===== src/rtl/apple_spawn_module.sv =====
// Apple placement and eat detection for the snake game: LFSR-driven spawn,
// bonus-apple expiry and the body-grow pulse consumed by score/body logic.
module apple_spawn_module #(
  parameter int unsigned GRID_W      = 40,
  parameter int unsigned GRID_H      = 30,
  parameter logic [15:0] LFSR_SEED   = 16'hACE1,
  parameter int unsigned BONUS_TICKS = 50,
  parameter int unsigned PULSE_LEN   = 4
) (
  input  logic       Clk_50mhz,
  input  logic       Rst_n,
  input  logic [2:0] Game_status,
  input  logic       Move_tick,
  input  logic [5:0] Head_x,
  input  logic [5:0] Head_y,
  output logic [5:0] Apple_x,
  output logic [5:0] Apple_y,
  output logic       Apple_valid,
  output logic       Apple_type,
  output logic       Body_add_sig
);

  localparam int unsigned TW = (BONUS_TICKS > 2) ? $clog2(BONUS_TICKS) : 1;
  localparam int unsigned PW = (PULSE_LEN > 2) ? $clog2(PULSE_LEN) : 1;
  localparam logic [6:0]  GRID_W_L = 7'(GRID_W);
  localparam logic [6:0]  GRID_H_L = 7'(GRID_H);
  localparam logic [2:0]  ST_START = 3'b001;
  localparam logic [2:0]  ST_PLAY  = 3'b010;
  localparam logic [2:0]  ST_END   = 3'b100;

  typedef enum logic [1:0] {IDLE, SPAWN, ACTIVE, EATEN} state_t;

  state_t          state_q, state_d;
  logic [15:0]     lfsr_q;
  logic [5:0]      head_x_q, head_y_q;
  logic [TW-1:0]   tick_cnt_q, tick_cnt_d;
  logic [PW-1:0]   pulse_cnt_q, pulse_cnt_d;
  logic [5:0]      apple_x_q, apple_x_d, apple_y_q, apple_y_d;
  logic            apple_type_q, apple_type_d;
  logic            apple_valid_q, apple_valid_d;
  logic            body_add_q, body_add_d;

  logic [5:0] cand_x, cand_y;
  logic       cand_type, cand_ok, head_hit, lfsr_fb;

  assign lfsr_fb   = lfsr_q[15] ^ lfsr_q[13] ^ lfsr_q[12] ^ lfsr_q[10];
  assign cand_x    = lfsr_q[5:0];
  assign cand_y    = lfsr_q[11:6];
  assign cand_type = (lfsr_q[15:12] == 4'b0000);
  assign cand_ok   = ({1'b0, cand_x} < GRID_W_L) && ({1'b0, cand_y} < GRID_H_L) &&
                     !((cand_x == head_x_q) && (cand_y == head_y_q));
  assign head_hit  = (Head_x == apple_x_q) && (Head_y == apple_y_q);

  // Next-state and output logic; game-status override applied last so it wins.
  always_comb begin
    state_d       = state_q;
    tick_cnt_d    = tick_cnt_q;
    pulse_cnt_d   = pulse_cnt_q;
    apple_x_d     = apple_x_q;
    apple_y_d     = apple_y_q;
    apple_type_d  = apple_type_q;
    apple_valid_d = apple_valid_q;
    body_add_d    = body_add_q;

    case (state_q)
      IDLE: begin
        apple_valid_d = 1'b0;
        if (Game_status == ST_PLAY) state_d = SPAWN;
      end
      SPAWN: begin
        if (cand_ok) begin
          apple_x_d     = cand_x;
          apple_y_d     = cand_y;
          apple_type_d  = cand_type;
          apple_valid_d = 1'b1;
          tick_cnt_d    = '0;
          state_d       = ACTIVE;
        end
      end
      ACTIVE: begin
        if (Move_tick) begin
          if (head_hit) begin
            apple_valid_d = 1'b0;
            body_add_d    = 1'b1;
            pulse_cnt_d   = PW'(PULSE_LEN - 1);
            state_d       = EATEN;
          end else if (apple_type_q) begin
            if (tick_cnt_q == TW'(BONUS_TICKS - 1)) begin
              apple_valid_d = 1'b0;
              state_d       = SPAWN;
            end else begin
              tick_cnt_d = tick_cnt_q + TW'(1);
            end
          end
        end
      end
      EATEN: begin
        if (pulse_cnt_q == '0) begin
          body_add_d = 1'b0;
          state_d    = SPAWN;
        end else begin
          pulse_cnt_d = pulse_cnt_q - PW'(1);
        end
      end
      default: state_d = IDLE;
    endcase

    if ((Game_status == ST_END) || (Game_status == ST_START)) begin
      state_d       = IDLE;
      apple_valid_d = 1'b0;
      body_add_d    = 1'b0;
      tick_cnt_d    = '0;
      pulse_cnt_d   = '0;
    end
  end

  always_ff @(posedge Clk_50mhz or negedge Rst_n) begin
    if (!Rst_n) begin
      state_q       <= IDLE;
      lfsr_q        <= LFSR_SEED;
      head_x_q      <= '0;
      head_y_q      <= '0;
      tick_cnt_q    <= '0;
      pulse_cnt_q   <= '0;
      apple_x_q     <= '0;
      apple_y_q     <= '0;
      apple_type_q  <= 1'b0;
      apple_valid_q <= 1'b0;
      body_add_q    <= 1'b0;
    end else begin
      state_q       <= state_d;
      lfsr_q        <= {lfsr_q[14:0], lfsr_fb};
      tick_cnt_q    <= tick_cnt_d;
      pulse_cnt_q   <= pulse_cnt_d;
      apple_x_q     <= apple_x_d;
      apple_y_q     <= apple_y_d;
      apple_type_q  <= apple_type_d;
      apple_valid_q <= apple_valid_d;
      body_add_q    <= body_add_d;
      // Head position is latched on every step regardless of state.
      if (Move_tick) begin
        head_x_q <= Head_x;
        head_y_q <= Head_y;
      end
    end
  end

  assign Apple_x      = apple_x_q;
  assign Apple_y      = apple_y_q;
  assign Apple_type   = apple_type_q;
  assign Apple_valid  = apple_valid_q;
  assign Body_add_sig = body_add_q;

endmodule


===== config.mk =====
export PLATFORM = sky130hd
export DESIGN_NAME = apple_spawn_module
export DESIGN_NICKNAME = d
export VERILOG_FILES = /design/src/rtl/apple_spawn_module.sv
export SDC_FILE = /design/constraint.sdc
export NUM_CORES = 1
export LEC_CHECK = 0
export BUFFER_PORTS_ARGS = -buffer_cell sky130_fd_sc_hd__buf_2
export CORE_MARGIN = 2
export CORE_UTILIZATION = 54
export CTS_BUF_LIST = sky130_fd_sc_hd__clkbuf_8
export CTS_CLUSTER_DIAMETER = 40
export DETAILED_ROUTE_END_ITERATION = 6
export PLACE_DENSITY = 0.78
export SLEW_MARGIN = 20
export SYNTH_ARGS = -nofsm -noshare
export SYNTH_HDL_FRONTEND = slang
export SYNTH_SLANG_ARGS = --single-unit

===== constraint.sdc =====
create_clock -name Clk_50mhz -period 2 [get_ports Clk_50mhz]
set_input_delay 0 -clock Clk_50mhz [delete_from_list [all_inputs] [get_ports Clk_50mhz]]
set_output_delay 0 -clock Clk_50mhz [all_outputs]
set_load 0.005 [all_outputs]

# Word-level counts from Yosys, hierarchy flattened
# Index checks and enable logic that the tools add are counted.
[classes] add_sub_neg=2 magnitude_cmp=2 n_eq_ne=22 n_mux=33 bitwise_logic=3 n_reduce_logical=18
[op_table] operator="$mux 6" count=6
[op_table] operator="$ne 3x3->1 const B" count=9
[op_table] operator="$eq 6x6->1" count=4
[op_table] operator="$mux 2" count=12
[op_table] operator="$pmux 6 s2" count=1
[op_table] operator="$reduce_and 6->1" count=2
[op_table] operator="$mux 1" count=10
[op_table] operator="$ne 4x4->1 const B" count=2
[op_table] operator="$pmux 2 s4" count=1
[op_table] operator="$reduce_and 4->1" count=2
[op_table] operator="$add 6x1->6 const B" count=1
[op_table] operator="$eq 6x6->1 const B" count=1
[op_table] operator="$lt 6x5->1 const B" count=1
[op_table] operator="$lt 6x6->1 const B" count=1
[op_table] operator="$reduce_bool 3->1" count=2
[op_table] operator="$reduce_and 5->1" count=1
[op_table] operator="$eq 2x2->1 const B" count=2
[op_table] operator="$logic_and 1x1->1" count=4
[op_table] operator="$logic_not 2->1" count=2
[op_table] operator="$logic_not 4->1" count=1
[op_table] operator="$pmux 2 s2" count=1
[op_table] operator="$reduce_bool 4->1" count=1
[op_table] operator="$eq 3x1->1 const B" count=1
[op_table] operator="$eq 3x2->1 const B" count=1
[op_table] operator="other kinds (9)" count=11
[word_totals] ff_bits=53 inputBits=18 wordCells=91

# Logic depth before layout (Yosys ltp)
# Gate-level depths: netlist (run 1).
[depth] ltp_word=7 depth_mapped=8 ltp_nobuf=8

# Worst setup path after synthesis (run 1)
# Ideal clock, no wire load.
[synth_path] path_kind="reg2reg" from="register state_q[0]" to="register tick_cnt_q[2]" arrival_ps=1716 setup_slack_ps=162 path_stages_with_launch=8 path_buffers=1 period_less_slack_ps=1838 cell_sequence="dfrtp_1 -> inv_1 -> ha_1 -> clkbuf_1 -> o21ai_1 -> o21ai_2 -> or3b_1 -> o2bb2ai_1"
[synth_between] elab_chain_cells=3 elab_cells_between_ends=11 cone_classes="7 x eq/ne; 2 x mux; 2 x reduce/logical"
[synth_lines] element="from (decl)" line_no="33" text="state_t state_q, state_d;"
[synth_lines] element="from (signal assigned)" line_no="131" text="state_q <= state_d;"
[synth_lines] element="$eq 2x2->1 / $eq 2x1->1 (equally long branches)" line_no="65" text="case (state_q)"
[synth_lines] element="$ne 3x3->1 (no line), or another cell as far along"
[synth_lines] element="$reduce_and 6->1 (no line) / $mux 6 (equally long branches)"
[synth_lines] element="to (signal assigned)" line_no="133" text="tick_cnt_q <= tick_cnt_d;"
[synth_lines] element="to (decl)" line_no="36" text="logic [TW-1:0] tick_cnt_q, tick_cnt_d;"
# Parallel ways exist; a longest one is shown, timed or not.
# A chain may end at the register's enable or synchronous reset.

# Worst setup path in the final report (run 1)
[layout_path] from="register apple_y_q[3] (netlist: Apple_y[3])" to="register tick_cnt_q[1]"
[layout_between] elab_chain_cells=4
[layout_lines] element="from (decl)" line_no="38" text="logic [5:0] apple_x_q, apple_x_d, apple_y_q, apple_y_d;"
[layout_lines] element="from (signal assigned)" line_no="136" text="apple_y_q <= apple_y_d;"
[layout_lines] element="$eq 6x6->1" line_no="52" text="assign head_hit = (Head_x == apple_x_q) && (Head_y == apple_y_q);"
[layout_lines] element="$logic_and 1x1->1" line_no="52"
[layout_lines] element="$ne 3x3->1 (no line)"
[layout_lines] element="$reduce_and 6->1 (no line)"
# No other way between the ends.

==> impl_results.md, run 1 <==
* Status: finished clean
* Worst Hold Class: input pin to async pin
* Post-route clock skew at 10.5 ps
* WL/cell at 15.8 um
* Critical Path AT at 2140 ps
* PnR worst setup slack at 58.0 ps
* EDFF count, synth at 0
* Mapped cell area at roughly 0.0026 sq mm
* Clock-pin slew on the worst setup and hold paths at about 100 ps
* Clock Tree Buf Depth at 2
* Int Pwr at 2020 uW
* Remaining antenna violation count at 0
* Seq/Total Area, Yosys at 51.8%
* Psw at around 840 uW
* Switch share at 29.5%
* Synth Instances at 208
* Slew headroom at 71.5%
* Die area at 0.00534 sq mm
* Num rows at 25
* Count of cell types in the netlist at 48
* Crit-path max FO at 6
* Peak supply drop at ~420 uV
* Final min period at 1940 ps
* Top-count cell post-synth: dfrtp_1
* Remaining DRCs at 0
* IO Port Bufs at 32
* Clock Power Share at between 20% and 30%
* Ys async rst share at 100%
* DRT iter0 DRCs at 49
* CTS Sinks at 53
* Area growth, synth to finish at 26.0%
* Synth Flop Type: dfrtp_1
* Largest area contributor in the netlist: dfrtp_1
* RSZ-0062 raised after global routing: yes
* Final GP Congestion at 0.823
* Filler cells at roughly 340
* N_diodes at 0
* Mapped Nets at 234
* Leak at 0.00152 uW
* Required @ worst endpoint at between 2000 and 2500 ps
* Routed via count at 1837
* Max-slew violations at 0
* Final Hold Violating Endpoints at 0
* Share of the synthesized area in the top cell type at about 44%
* Largest net degree at the start of global routing at 42
* Max-cap violation count at 0
* Final TNS setup at 0 ps
* PD cells at between 800 and 900 mW/mm^2
* Initial antenna violation count at 0
* # IOs at 33
* Via density at 5.52
* CP startpoint kind: register
* Tot GR Track Use at 21.7%
* Total routed wirelength at 5.26 mm
* Comb pwr share at ~32%
* Actual slew at the worst max-slew pin at 428 ps
* Finish-stage setup viols at 0
* CP endpoint kind: register
* WS Path Type: register to register
* Root buf cell: clkbuf_8
* FMAX at 515 MHz
* Area contributors post-synth: dfrtp_1 (44%), mux2_2 (10%), dfstp_2 (8.2%)
* TritonCTS clock tree: built
* GRT overflow at 0
* CP Launch Point: Apple_y[3]
* R2r setup slk at 60 ps
* Clock Latency Late Sink at slightly above 300 ps
* First-pass GRT wire length at just under 9 mm
* Yosys reg bits at 53
* Synth cell count leaders: dfrtp_1 (45), mux2_2 (23), xnor2_1 (15), xor2_1 (13), nand2_1 (11)
* R2r endpoint: tick_cnt_q[1]
* Sequential power share at 41.6%
* Vias in the first global route at 1796
* Placed wire-length estimate at ~3.7 mm
* Total CTS buffers at 5
* Core area at 0.00466 sq mm
* CTS H-tree lvls at 2
* Synth warn at 0
* Chip Width at 73.1 um
* Syn avg cell area at 12.4 sq um
* Nets at 304
* Worst reg2reg path startpoint: Apple_y[3]
* Share of cells above drive strength 1 at 38.7%
* Initial core utilization at 55.3%
* CP Capture Point: tick_cnt_q[1]
* Drt pass-1 iters at 4
* Place WS at -148 ps
* Reg2reg path depth at 6
* Die height at 73.1 um
* Final period util at 97.1%
-- state kept, by name, summed over array words and instances (netlist names) --
name          count
tick_cnt_q        6
Apple_type        1
Apple_y           6
head_y_q          6
lfsr_q           16
Apple_x           6
pulse_cnt_q       2
head_x_q          6
state_q           2
Body_add_sig      1
Apple_valid       1
-- layout by cell type (no fill, tap or decap), drive strengths merged, types with 3 or more instances in the layout --
cell type / netlist / final
ha: 8 / 8
o21ai: 8 / 8
dfstp: 8 / 8
nand4: 7 / 7
nor4: 5 / 5
o22ai: 3 / 3
nor2b: 3 / 3
dlygate4sd3: 0 / 13
clkbuf: 3 / 6
dfrtp: 45 / 45
inv: 9 / 10
nand3: 6 / 6
nor2: 6 / 6
buf: 2 / 55
nand2: 11 / 11
xor2: 13 / 13
xnor2: 15 / 15
nor3: 4 / 4
mux2: 26 / 26
o21a: 3 / 3
-- worst max-delay path: stages, from the launching register on --
cell	delay [ps]
dfrtp_1	420
xor2_1	200
nor4_4	360
nand3_2	210
o21ai_2	270
nor2b_4	80
mux2_4	300
-- power by group through the flow --
stage,Clock (uW),Combinational (uW),Sequential [uW]
global route,805,1010,1200
floorplan,0,577,1210
finish,752,918,1190
global placement,0,804,1210
CTS,772,863,1190
detailed placement,0,823,1210
-- per-layer routing --
layer / track usage (%) / routed length, um / vias up
met5: 0 / 0 / -
met4: 6.17 / 61 / 0
met3: 4.14 / 141 / 6
met2: 36.3 / 2700 / 27
met1: 28.6 / 2350 / 925
li1: - / - / 879
-- cell families (layout without fill, tap and decap cells) --
logic type / after synthesis / count (layout) / synth area share, %
xor+xnor: 28 / 28 / 9.51
buf+inv: 14 / 85 / 2.38
compound gates: 27 / 27 / 7.82
fa+ha+maj: 8 / 8 / 3.88
flops: 53 / 53 / 51.8
mux: 28 / 28 / 12.3
simple gates: 50 / 50 / 12.3
-- layout make-up --
class,instances,area (sq um),area share (%)
timing repair buffer,68,488,15.0
sequential,53,1340,41.1
clock buffer,6,82.6,2.54
inverter,9,33.8,1.04
tap,54,67.6,2.08
clock inverter,2,33.8,1.04
multi-input combinational,141,1210,37.1
-- what timing repair did --
action / 4_1_cts / 5_1_grt
pin swaps: 0 / 2
gates resized for setup: 2 / 3
setup buffers: 0 / 1
hold buffers: 13 / 0
gates cloned: 0 / 0
hold endpoints to repair: 57 / 0
setup endpoints to repair: 13 / 19
-- worst min path at each step --
| stage | from | to | depth (start not counted) |
|---|---|---|---|
| after CTS | Rst_n | Body_add_sig | 2 |
| after global routing | Rst_n | tick_cnt_q[4] | 2 |
| after floorplan | Rst_n | Apple_type | 0 |
| after detailed placement | Rst_n | Body_add_sig | 1 |
| final | Rst_n | tick_cnt_q[4] | 2 |
| after global placement | Rst_n | pulse_cnt_q[0] | 1 |
-- metrics by stage --
stage          hold slack, ps  cells  area (sq um)  power, uW  util (%)
2_1_floorplan            -296    208          2580       1790         -
3_3_place_gp            -84.0    311          2960       2010      63.4
3_5_place_dp            -77.6    311          2960       2040      63.4
4_1_cts                   120    332          3220       2830      69.0
5_1_grt                   133    333          3250       3020      69.7
6_report                  116    333          3250       2860      69.7
Power figures use the tool's default switching activity.
==> run 2, diff against run 1 <==
--- a/config.mk
+++ b/config.mk
@@ -5,6 +5,7 @@
 export SDC_FILE = /design/constraint.sdc
 export NUM_CORES = 1
 export LEC_CHECK = 0
+export ABC_AREA = 1
 export BUFFER_PORTS_ARGS = -buffer_cell sky130_fd_sc_hd__buf_2
 export CORE_MARGIN = 2
 export CORE_UTILIZATION = 54
==> impl_results.md, run 2 <==
* Switch share at around 36%
* Initial core utilization at 55.0%
* CP endpoint kind: register
* Initial antenna violation count at 0
* Status: finished clean
* Comb pwr share at 32.4%
* EDFF count, synth at 0
* Vias in the first global route at 2055
* Final TNS setup at 0 ps
* Area contributors post-synth: dfrtp_1 (41%), nand2_1 (16%), dfstp_2 (7.6%)
* Max reg flops at 16
* Max-slew violations at 0
* Syn avg cell area at approximately 8.2 sq um
* Share of cells above drive strength 1 at 21.0%
* Critical Path AT at 1990 ps
* Seq/Total Area, Yosys at between 40% and 50%
* RSZ-0062 raised after global routing: no
* DRT iter0 DRCs at 116
* Synth warn at 0
* Die height at approximately 76 um
* Chip Width at about 76 um
* Actual slew at the worst max-slew pin at between 600 and 700 ps
* Largest area contributor in the netlist: dfrtp_1
* Core area at 0.00504 sq mm
* Mapped Nets at about 360
* # IOs at 33
* Nets at between 400 and 500
* Clock-pin slew on the worst setup and hold paths at 110 ps
* FMAX at 569 MHz
* Crit-path max FO at 12
* Finish-stage setup viols at 0
* Required @ worst endpoint at 2230 ps
* Synth Instances at between 300 and 400
* Routed via count at 2212
* WS Path Type: register to register
* Remaining antenna violation count at 0
* Area growth, synth to finish at 16.7%
* Hold path startpoint: Move_tick
* IO Port Bufs at 32
* Peak supply drop at 508 uV
* Synth cell count leaders: nand2_1 (116), inv_1 (46), dfrtp_1 (45), o21ai_0 (24), nor2_1 (20)
* Clock Power Share at 22.4%
* Most frequent cells in the layout: nand2_1 (116), inv_1 (46), dfrtp_1 (45)
* CTS H-tree lvls at 2
* Slew headroom at 53.7%
* Clock Latency Late Sink at 310 ps
* Reg2reg path depth at 9
* Drt pass-1 iters at 4
* Post-route clock skew at 19.8 ps
* Share of the synthesized area in the top cell type at 40.6%
* PD cells at 847 mW/mm^2
* Final min period at 1760 ps
* Int Pwr at 1740 uW
* Max-cap violation count at 0
* WHS Endpoint: head_y_q[0]
* Remaining DRCs at 0
* Num rows at 26
* Psw at 1000 uW
* Largest register by flop count: lfsr_q
* Mapped cell area at 0.00277 sq mm
* WL/cell at 12.1 um
* Root buf cell: clkbuf_8
* CP startpoint kind: register
* Final core utilization at 64.1%
* Worst reg2reg path startpoint: Apple_x[0]
* Die area at 0.00572 sq mm
* GRT overflow at 0
* Ys async rst share at 100%
* Synth Flop Type: dfrtp_1
* R2r setup slk at 240 ps
* Total CTS buffers at 5
* Worst Hold Class: input pin to register
* Sequential power share at between 40% and 50%
* Tot GR Track Use at 21.4%
* R2r endpoint: tick_cnt_q[0]
* Count of cell types in the netlist at 34
* N_diodes at 0
* Final GP Congestion at 0.828
* First-pass GRT wire length at 9.32 mm
* Final Hold Violating Endpoints at 0
* CTS Sinks at 53
* Via density at 4.80
* Final period util at 87.9%
* TritonCTS clock tree: built
* Number of setup buffers added after CTS at 0
* Yosys reg bits at between 50 and 60
* Top-count cell post-synth: nand2_1
* Commonest non-fill, non-tap cell in the layout: nand2_1
* Placed wire-length estimate at 4.19 mm
* Largest net degree at the start of global routing at 31
* Clock Tree Buf Depth at 2
* Total routed wirelength at 5.58 mm
* Worst Hold Path Cells at 3
* Leak at 0.00168 uW
[run 2: cell count changes after synthesis, moves of 5 or more]
cell     change
nand2_2      +7
nand4_1      -5
nor2_1      +14
nand2_1    +105
mux2_2      -23
inv_1       +37
xor2_1      -11
o21ai_2      +6
o21ai_0     +19
xnor2_1      -5
nand3_1      +7
[run 2: power by group through the flow]
| stage | Sequential [uW] | Clock (uW) | Combinational (uW) |
|---|---|---|---|
| floorplan | 1250 | 0 | 700 |
| global placement | 1260 | 0 | 846 |
| detailed placement | 1260 | 0 | 864 |
| CTS | 1240 | 626 | 889 |
| global route | 1250 | 667 | 1040 |
| finish | 1240 | 613 | 889 |
[run 2: final cells by class]
| cell class | instances | area, sq um |
|---|---|---|
| clock buffer | 5 | 68.8 |
| tap | 70 | 87.6 |
| multi-input combinational | 230 | 1190 |
| inverter | 51 | 209 |
| sequential | 53 | 1340 |
| timing repair buffer | 49 | 320 |
| clock inverter | 3 | 21.3 |
| fill | 450 | 1810 |
[run 2: logic make-up after synthesis]
family          synth area share, %
buf+inv                        8.98
compound gates                 8.71
fa+ha+maj                      3.61
xor+xnor                       3.79
flops                          48.2
simple gates                   26.7
[run 2: routing by layer]
layer,vias to the layer above,share of wire [%],wire length (um),track usage (%)
met5,-,0,0,0
met4,0,0.72,40,4.09
met3,4,3.6,199,4.10
met2,32,47,2600,32.9
met1,1036,49,2740,32.2
li1,1140,-,-,-
[run 2: repair_timing]
item	in CTS	in global routing
gates resized for setup	0	1
hold buffers	13	0
hold endpoints to repair	36	0
endpoints found under the setup margin	0	2
[run 2: worst max path at each step]
stage | from | slack [ps] | to
after global placement | Apple_x[0] | 230 | tick_cnt_q[1]
after global routing | Apple_x[0] | 80 | tick_cnt_q[0]
after floorplan | state_q[0] | 470 | tick_cnt_q[4]
final | Apple_x[0] | 240 | tick_cnt_q[0]
after detailed placement | Apple_x[0] | 160 | tick_cnt_q[0]
after CTS | Apple_x[0] | 130 | tick_cnt_q[0]
[run 2: worst max-delay path, cell delays in order, from the launching register on]
cell     delay (ps)
dfrtp_1         420
xnor2_1         190
nand2_1         100
nor2_1          120
nand3_1         200
nor2_1          240
nor2_2           80
nand2_4         170
nand2_1         100
o21ai_2          60
[run 2: metrics by stage]
stage               cells  total power (uW)  instance area, sq um  hold slack (ps)  setup WS (ps)
floorplan             338              1950                  2770             -296            467
finish                461              2740                  3230             44.2            242
global placement      440              2100                  3010             84.5            227
global route          461              2960                  3230             44.8           80.2
detailed placement    440              2120                  3010             84.4            160
CTS                   461              2750                  3230             32.5            128
